## src/rtl/uart_cmd_pkg.sv

```systemverilog
// Shared types and default widths for the UART command path.
// The command processor uses the same defaults.
package uart_cmd_pkg;

    typedef enum logic {
        IDLE    = 1'b0,
        COLLECT = 1'b1
    } asm_state_t;

    localparam int unsigned CMD_W           = 16;
    localparam int unsigned CMD_BYTES_DEF   = CMD_W / 8;
    localparam int unsigned TIMEOUT_CYC_DEF = 100000;

endpackage

```

## src/rtl/uart_gap_timer.sv

```systemverilog
// Inter-byte gap timer: counts enabled cycles and flags the last one before timeout.
// Restarts on clr or on expiry, so the count never wraps.
module uart_gap_timer #(
    parameter int unsigned TIMEOUT_CYC = 100000
) (
    input  logic i_clk,
    input  logic i_rst,
    input  logic i_clr,
    input  logic i_en,
    output logic o_expired
);

    localparam int unsigned TW = $clog2(TIMEOUT_CYC + 1);
    localparam logic [TW-1:0] LAST = TW'(TIMEOUT_CYC - 1);

    logic [TW-1:0] r_cnt;

    // A clear in the same cycle suppresses expiry.
    assign o_expired = i_en && !i_clr && (r_cnt == LAST);

    always_ff @(posedge i_clk or posedge i_rst) begin
        if (i_rst) begin
            r_cnt <= '0;
        end else if (i_clr || o_expired) begin
            r_cnt <= '0;
        end else if (i_en) begin
            r_cnt <= r_cnt + TW'(1);
        end
    end

endmodule

```

## src/rtl/uart_cmd_assembler.sv

```systemverilog
// Packs UART receiver bytes (MSB first) into command words with a ready/clear
// handshake, discarding partial commands after an inter-byte timeout.
module uart_cmd_assembler
    import uart_cmd_pkg::*;
#(
    parameter int unsigned CMD_BYTES   = CMD_BYTES_DEF,
    parameter int unsigned TIMEOUT_CYC = TIMEOUT_CYC_DEF
) (
    input  logic                   i_clk,
    input  logic                   i_rst,
    input  logic [7:0]             i_rx_data,
    input  logic                   i_rx_rdy,
    output logic                   o_clr_rx_rdy,
    output logic [8*CMD_BYTES-1:0] o_cmd,
    output logic                   o_cmd_rdy,
    input  logic                   i_clr_cmd_rdy,
    output logic                   o_timeout_err,
    output logic                   o_overrun,
    input  logic                   i_clr_err
);

    localparam int unsigned CW = 8 * CMD_BYTES;
    localparam int unsigned BW = $clog2(CMD_BYTES + 1);

    asm_state_t    r_state, w_state_nxt;
    logic [BW-1:0] r_byte_cnt, w_byte_cnt_nxt;
    // Only the bytes preceding the final one need storage; the top byte would never be read.
    logic [CW-9:0] r_asm;
    logic [CW-1:0] r_cmd;
    logic          r_cmd_rdy;
    logic          r_overrun;

    logic          w_capture;
    logic          w_complete;
    logic          w_expired;
    logic [CW-1:0] w_shifted;

    assign w_capture  = i_rx_rdy && !i_rst;
    assign w_shifted  = {r_asm, i_rx_data};
    assign w_complete = w_capture && (r_byte_cnt == BW'(CMD_BYTES - 1));

    uart_gap_timer #(
        .TIMEOUT_CYC (TIMEOUT_CYC)
    ) u_gap_timer (
        .i_clk     (i_clk),
        .i_rst     (i_rst),
        .i_clr     (w_capture || (r_state != COLLECT)),
        .i_en      (r_state == COLLECT),
        .o_expired (w_expired)
    );

    always_comb begin
        w_state_nxt    = r_state;
        w_byte_cnt_nxt = r_byte_cnt;
        case (r_state)
            IDLE: begin
                if (w_capture) begin
                    w_state_nxt    = COLLECT;
                    w_byte_cnt_nxt = r_byte_cnt + BW'(1);
                end
            end
            COLLECT: begin
                if (w_complete) begin
                    w_state_nxt    = IDLE;
                    w_byte_cnt_nxt = '0;
                end else if (w_capture) begin
                    w_byte_cnt_nxt = r_byte_cnt + BW'(1);
                end else if (w_expired) begin
                    w_state_nxt    = IDLE;
                    w_byte_cnt_nxt = '0;
                end
            end
            default: begin
                w_state_nxt    = IDLE;
                w_byte_cnt_nxt = '0;
            end
        endcase
    end

    always_ff @(posedge i_clk or posedge i_rst) begin
        if (i_rst) begin
            r_state    <= IDLE;
            r_byte_cnt <= '0;
            r_asm      <= '0;
            r_cmd      <= '0;
            r_cmd_rdy  <= 1'b0;
            r_overrun  <= 1'b0;
        end else begin
            r_state    <= w_state_nxt;
            r_byte_cnt <= w_byte_cnt_nxt;
            if (w_capture) begin
                r_asm <= w_shifted[CW-9:0];
            end
            if (w_complete) begin
                r_cmd <= w_shifted;
            end
            if (w_complete) begin
                r_cmd_rdy <= 1'b1;
            end else if (i_clr_cmd_rdy) begin
                r_cmd_rdy <= 1'b0;
            end
            if (w_complete && r_cmd_rdy && !i_clr_cmd_rdy) begin
                r_overrun <= 1'b1;
            end else if (i_clr_err) begin
                r_overrun <= 1'b0;
            end
        end
    end

    assign o_clr_rx_rdy  = w_capture;
    assign o_cmd         = r_cmd;
    assign o_cmd_rdy     = r_cmd_rdy;
    assign o_timeout_err = w_expired;
    assign o_overrun     = r_overrun;

endmodule

```

## config.mk

```make
export PLATFORM = sky130hd
export DESIGN_NAME = uart_cmd_assembler
export DESIGN_NICKNAME = d
export VERILOG_FILES = /design/src/rtl/uart_cmd_pkg.sv /design/src/rtl/uart_gap_timer.sv /design/src/rtl/uart_cmd_assembler.sv
export SDC_FILE = /design/constraint.sdc
export NUM_CORES = 1
export LEC_CHECK = 0
export ABC_AREA = 1
export CAP_MARGIN = 30
export CORE_ASPECT_RATIO = 0.75
export CORE_MARGIN = 2
export CORE_UTILIZATION = 53
export DETAILED_ROUTE_END_ITERATION = 10
export MAX_ROUTING_LAYER = met4
export PLACE_DENSITY = 0.84
export SYNTH_ARGS = -nofsm -noshare
export SYNTH_HDL_FRONTEND = slang
export SYNTH_SLANG_ARGS = --single-unit
export TNS_END_PERCENT = 50
```

## constraint.sdc

```tcl
create_clock -name i_clk -period 1.8 [get_ports i_clk]
set_clock_uncertainty 0.2 [all_clocks]
set_input_delay 0.27 -clock i_clk [delete_from_list [all_inputs] [get_ports i_clk]]
set_output_delay 0.27 -clock i_clk [all_outputs]
set_load 0.005 [all_outputs]
```

Word-level counts from Yosys, hierarchy flattened
Cells that the tools add are included.

Register bits after elaboration: 46. Bits of input ports: 13. Output and inout port bits: 20. Logic and storage cells: 45.

Add/subtract/negate cells: 2. Eq/ne operators: 4. Mux-type cells: 16. Bitwise gates (word level): 1. Reduce and logical (&&, ||, !) cells: 15.

Operators by type and width (count): 2-to-1 mux 17 bit (2); adder 17 x 1 -> 17 bit, second input constant (1); equality test 17 bit, second input constant (1); 2-to-1 mux 1 bit (8); 2-to-1 mux 2 bit (4); logical AND 1 bit (6); nonzero test 2 bit (3); != test 4 x 1 -> 1 bit, second input constant (1); one-hot mux 2 bit (2 select lines) (1); logical NOT 1 bit (3); adder 2 x 1 -> 2 bit, second input constant (1); equality test 2 x 1 -> 1 bit, second input constant (1); logical OR 1 bit (2); != test 2 bit, second input constant (1); one-hot mux 1 bit (2 select lines) (1); AND reduction 2 bit (1); NOT 1 bit (1).

Depth between registers and ports, before layout
Word-level depth: 10. Depth in mapped cells: 8. Mapped depth without buffers: 8.

By module
From an unflattened synthesis, not the netlist that was laid out.

Cell total of the unflattened synthesis: 290. Area, all modules: 2313.5 µm².

Modules (own cells, without submodules): uart_cmd_assembler (instances 1, cells each 127, area an instance 1227.4 µm², sequential area each 725.7 µm²); uart_gap_timer (instances 1, cells each 163, area an instance 1086.0 µm², sequential area each 425.4 µm²).

Worst setup path after synthesis
No wires, ideal clock.

Path type: input-to-reg. Start point: input i_rst. End point: register r_cmd[4] (netlist: o_cmd[4]). Setup time: 0.131 ns. Arrival time: 1.547 ns. Required time: 1.469 ns. Setup slack: -0.079 ns. Stages on the path: 7. Path buffers: 1. Cells stage by stage: inv_2 > nand2_4 > nor2_4 > inv_2 > clkbuf_1 > nand2_1 > o21ai_0.

Longest elaborated chain between the ends: 3.

Ends and longest elaborated chain: start, declared (line uart_cmd_assembler.sv:10) `input logic i_rst,`; logical NOT 1 bit (no line); logical AND 1 bit (line uart_cmd_assembler.sv:38) `assign w_capture = i_rx_rdy && !i_rst;`; logical AND 1 bit (line uart_cmd_assembler.sv:40) `assign w_complete = w_capture && (r_byte_cnt == BW'(CMD_BYTES - 1));`; end signal, assigned (line uart_cmd_assembler.sv:95) `r_cmd <= w_shifted;`; end, declared (line uart_cmd_assembler.sv:29) `logic [CW-1:0] r_cmd;`.

Every way passes these cells. A chain may end at the register's enable or synchronous reset.

Worst setup path after layout
Start point: register u_gap_timer.r_cnt[1]. End point: output o_timeout_err.

Longest elaborated chain between the ends: 2.

Ends and longest elaborated chain: start, declared (line uart_gap_timer.sv:16) `logic [TW-1:0] r_cnt;`; start signal, assigned (line uart_gap_timer.sv:27) `r_cnt <= r_cnt + TW'(1);`; equality test 17 bit (line uart_gap_timer.sv:19) `assign o_expired = i_en && !i_clr && (r_cnt == LAST);`; logical AND 1 bit (line uart_gap_timer.sv:19); end, declared (line uart_cmd_assembler.sv:17) `output logic o_timeout_err,`.

Every way passes these cells.

==> key figures <==
Yosys
  – Post-Syn Nets: 264
  – Dominant cells by area after synthesis: dfrtp_1, nand2_1, inv_1, o21ai_0, nor2_2
  – Synthesized instance count: 249
  – Yosys top cell area share: 52.81%
  – Share of the yosys chip area belonging to registers: 52.81%
  – Yosys top cell by area: dfrtp_1
  – Synth cell types: 31
  – Ys Warns: 0
  – Register bit total from synthesis: 46
  – Post-Syn Area per Cell: 8.753 µm²
  – Syn Std Cell Area: 2180 µm²

Cells and area
  – Area delta synth->final: 32.03%
  – Design Area, Final: 2878 µm²
  – Share of layout cells above drive strength 1: 20.97%
  – N_diodes: 0
  – Layout Nets: 325

Power and ir drop
  – Switching power share of the total: 30.84%
  – Power per cell area: 1079 nW/µm²
  – P_int: 2.146 mW
  – Seq pwr share: 46.8%
  – Max VDD drop: 0.0007043 V
  – Switching pwr: 0.9572 mW
  – P_leak: 1.345 nW
  – Gate power share: 34.3%
  – Pwr Total: 3.104 mW
  – Part of the power in the clock network: 18.9%

STA
  – Minimum clock period: 1.930 ns
  – Slew of the pin with the lowest slew margin: 0.5660 ns
  – Post-route setup TNS: -0.1300 ns
  – Final worst slack: -0.1300 ns
  – Slew HR: 62.27%
  – Maximum clock rate: 518.1 MHz
  – Slew Viols, Final: 0
  – Final period util: 107.2%
  – RSZ-0062 raised after global routing: true
  – Final setup viols: 1
  – Final Hold Viols: 0

Die
  – Die ar.: 4647 µm²
  – # IOs: 33
  – Initial core utilization: 54.44%
  – FP Rows: 20
  – Die X: 78.05 µm
  – Core ar.: 4004 µm²
  – Die H: 59.54 µm

Critical path
  – Critical path's top delay family: simple AND/OR/NAND/NOR gates
  – Worst path buffer plus inverter count: 1
  – Crit path depth: 5
  – Crit Path Category: register to primary output
  – CP Data Arrival Time: 1.46 ns
  – R2R depth: 7
  – Worst setup SP type: register
  – Slowest-stage cell, CP: dfrtp_1
  – Setup crit end kind: primary output
  – CP Data Required Time: 1.33 ns
  – Max FO, Critical Path: 2
  – Worst path max stage delay: 0.40 ns
  – CP Cell Sequence: ha_4 -> nand3_4 -> nor4_4 -> and2_1 -> buf_2

Global routing
  – GRT Overall Usage: 22.67%
  – First-pass GRT wire length: 7797 µm
  – Most Used Layer, Global Route: met2
  – Met1 Use GR: 30.70%
  – GRT overflow: 0
  – Pin count of the biggest net entering global routing: 47
  – Met2 Usage GRT: 34.98%
  – Vias in the first global route: 1757
  – GRT met3 Usage: 4.421%
  – Initial antenna violation count: 0

Clock network
  – CTS tree: built
  – Worst skew pair latency: 0.29 ns
  – TritonCTS Buffers: 5
  – Clk buf depth: 2
  – Sink Count: 46
  – CTS root buf: clkbuf_8
  – Hold_buf cts: 0
  – H-tree levels: 2
  – CTS clk-pin slew, worst paths: 0.08 ns

Status
  – Outcome: complete, but fails checks
  – Failing checks: setup timing

Route
  – DRT iter0 DRCs: 134
  – DRC: 0
  – Vias/cell: 4.956
  – DRT antenna net count: 0
  – WL final: 4612 µm
  – Wire per inst: 12.64 µm
  – Vias: 1809
  – Detailed Routing Iterations Pass 1: 4

Placed design
  – Post-DP HPWL: 3186 µm
  – Port buffer count: 32
  – Placer Congestion: 0.9334
  – Placed inst area: 2748 µm²

Job
  – Max Cap Viol: 0

Min path
  – Hold Path Class: primary input to async pin
==> through the flow <==
| step | instances | setup slack, ns | utilization [%] | hold slack (ns) |
|---|---|---|---|---|
| after global routing | 365 | -0.2350 | 71.88 | 0.1642 |
| after CTS | 364 | -0.1013 | 71.16 | 0.1372 |
| after floorplan | 249 | 0.1728 | - | -0.01893 |
| after global placement | 356 | -0.4963 | 68.63 | 0.2529 |
| final | 365 | -0.1300 | 71.88 | 0.1151 |
| after detailed placement | 356 | -0.5077 | 68.63 | 0.2576 |
==> placed cells by master, fill, tap and decap left out, drive strengths merged <==
cell | synthesis | routed
dlygate4sd2 | 0 | 3
clkinv | 1 | 3
o21ai | 20 | 20
inv | 30 | 30
nor3 | 4 | 4
clkdlybuf4s50 | 0 | 28
nor4 | 1 | 1
xnor2 | 2 | 2
and2 | 2 | 2
a21oi | 1 | 1
a211o | 2 | 2
nand3 | 15 | 15
buf | 3 | 29
nand2 | 68 | 68
nand4 | 4 | 4
dfrtp | 46 | 46
clkbuf | 3 | 5
nor2 | 36 | 36
ha | 2 | 2
o32ai | 1 | 1
xor2 | 8 | 8
==> synth_stat cells (all sizes together) <==
master and count:
and2 2, clkinv 1, a211o 2, dfrtp 46
clkbuf 3, nand2 68, o21ai 20, a21oi 1
nor3 4, nand3 15, xnor2 2, o32ai 1
inv 30, buf 3, nor2 36, nand4 4
xor2 8, ha 2, nor4 1
==> logic make-up (layout without fill, tap and decap cells) <==
| kind of cell | count (synthesis) | count (layout) | share of synthesized area, % |
|---|---|---|---|
| AO/OA/AOI/OAI | 24 | 24 | 6.027 |
| buffers and inverters | 37 | 98 | 7.348 |
| adder cells (fa/ha/maj) | 2 | 2 | 1.148 |
| flip-flops | 46 | 46 | 52.81 |
| XOR/XNOR | 10 | 10 | 4.019 |
| AND/OR/NAND/NOR | 130 | 130 | 28.65 |
==> worst reg2reg max path, delay by kind of cell (launching register included) <==
family        cells  cell delay, ns
fa+ha+maj         1            0.16
simple gates      5            0.63
buf+inv           1            0.18
flops             1            0.40
==> flip-flops by register name, indices dropped and copies added (netlist names) <==
register and count:
o_overrun 1, o_cmd 16, r_byte_cnt 2, r_asm 8, o_cmd_rdy 1, r_state 1
u_gap_timer.r_cnt 17
==> power groups by stage <==
stage	combinational (mW)	sequential, mW	clock (mW)
global route	1.19	1.49	0.646
finish	1.07	1.45	0.587
detailed placement	1.00	1.45	0
CTS	1.04	1.44	0.596
global placement	0.973	1.44	0
floorplan	0.451	1.47	0
==> metal layers <==
layer	wire [µm]	vias up
met5	0	-
met4	48	0
met3	299	5
met2	2141	49
met1	2123	860
li1	-	895
==> final timing paths <==
path / slack (ns) / to / start
setup / recovery: -0.13 / o_timeout_err / u_gap_timer.r_cnt[1]
hold / removal: 0.12 / u_gap_timer.r_cnt[6] / i_rst
setup reg to reg: 0.11 / u_gap_timer.r_cnt[13] / u_gap_timer.r_cnt[1]
hold reg to reg: 0.27 / o_cmd[13] / o_cmd[13]
max in group asynchronous: 0.90 / u_gap_timer.r_cnt[8] / i_rst
min in group i_clk: 0.27 / o_cmd[13] / o_cmd[13]
==> area by class of cell <==
cell class | instances | area [µm²]
tap | 55 | 68.82
multi-input combinational | 166 | 900.9
clock buffer | 5 | 68.82
sequential | 46 | 1151
clock inverter | 2 | 10.01
inverter | 31 | 118.9
timing repair buffer | 60 | 559.3
fill | 285 | 1126
==> repair_timing <==
item,CTS,global route
endpoints found under the setup margin,2,3
setup buffers,1,1
pin swaps,4,2
gates resized for setup,13,3
Power figures use the tool's default switching activity.
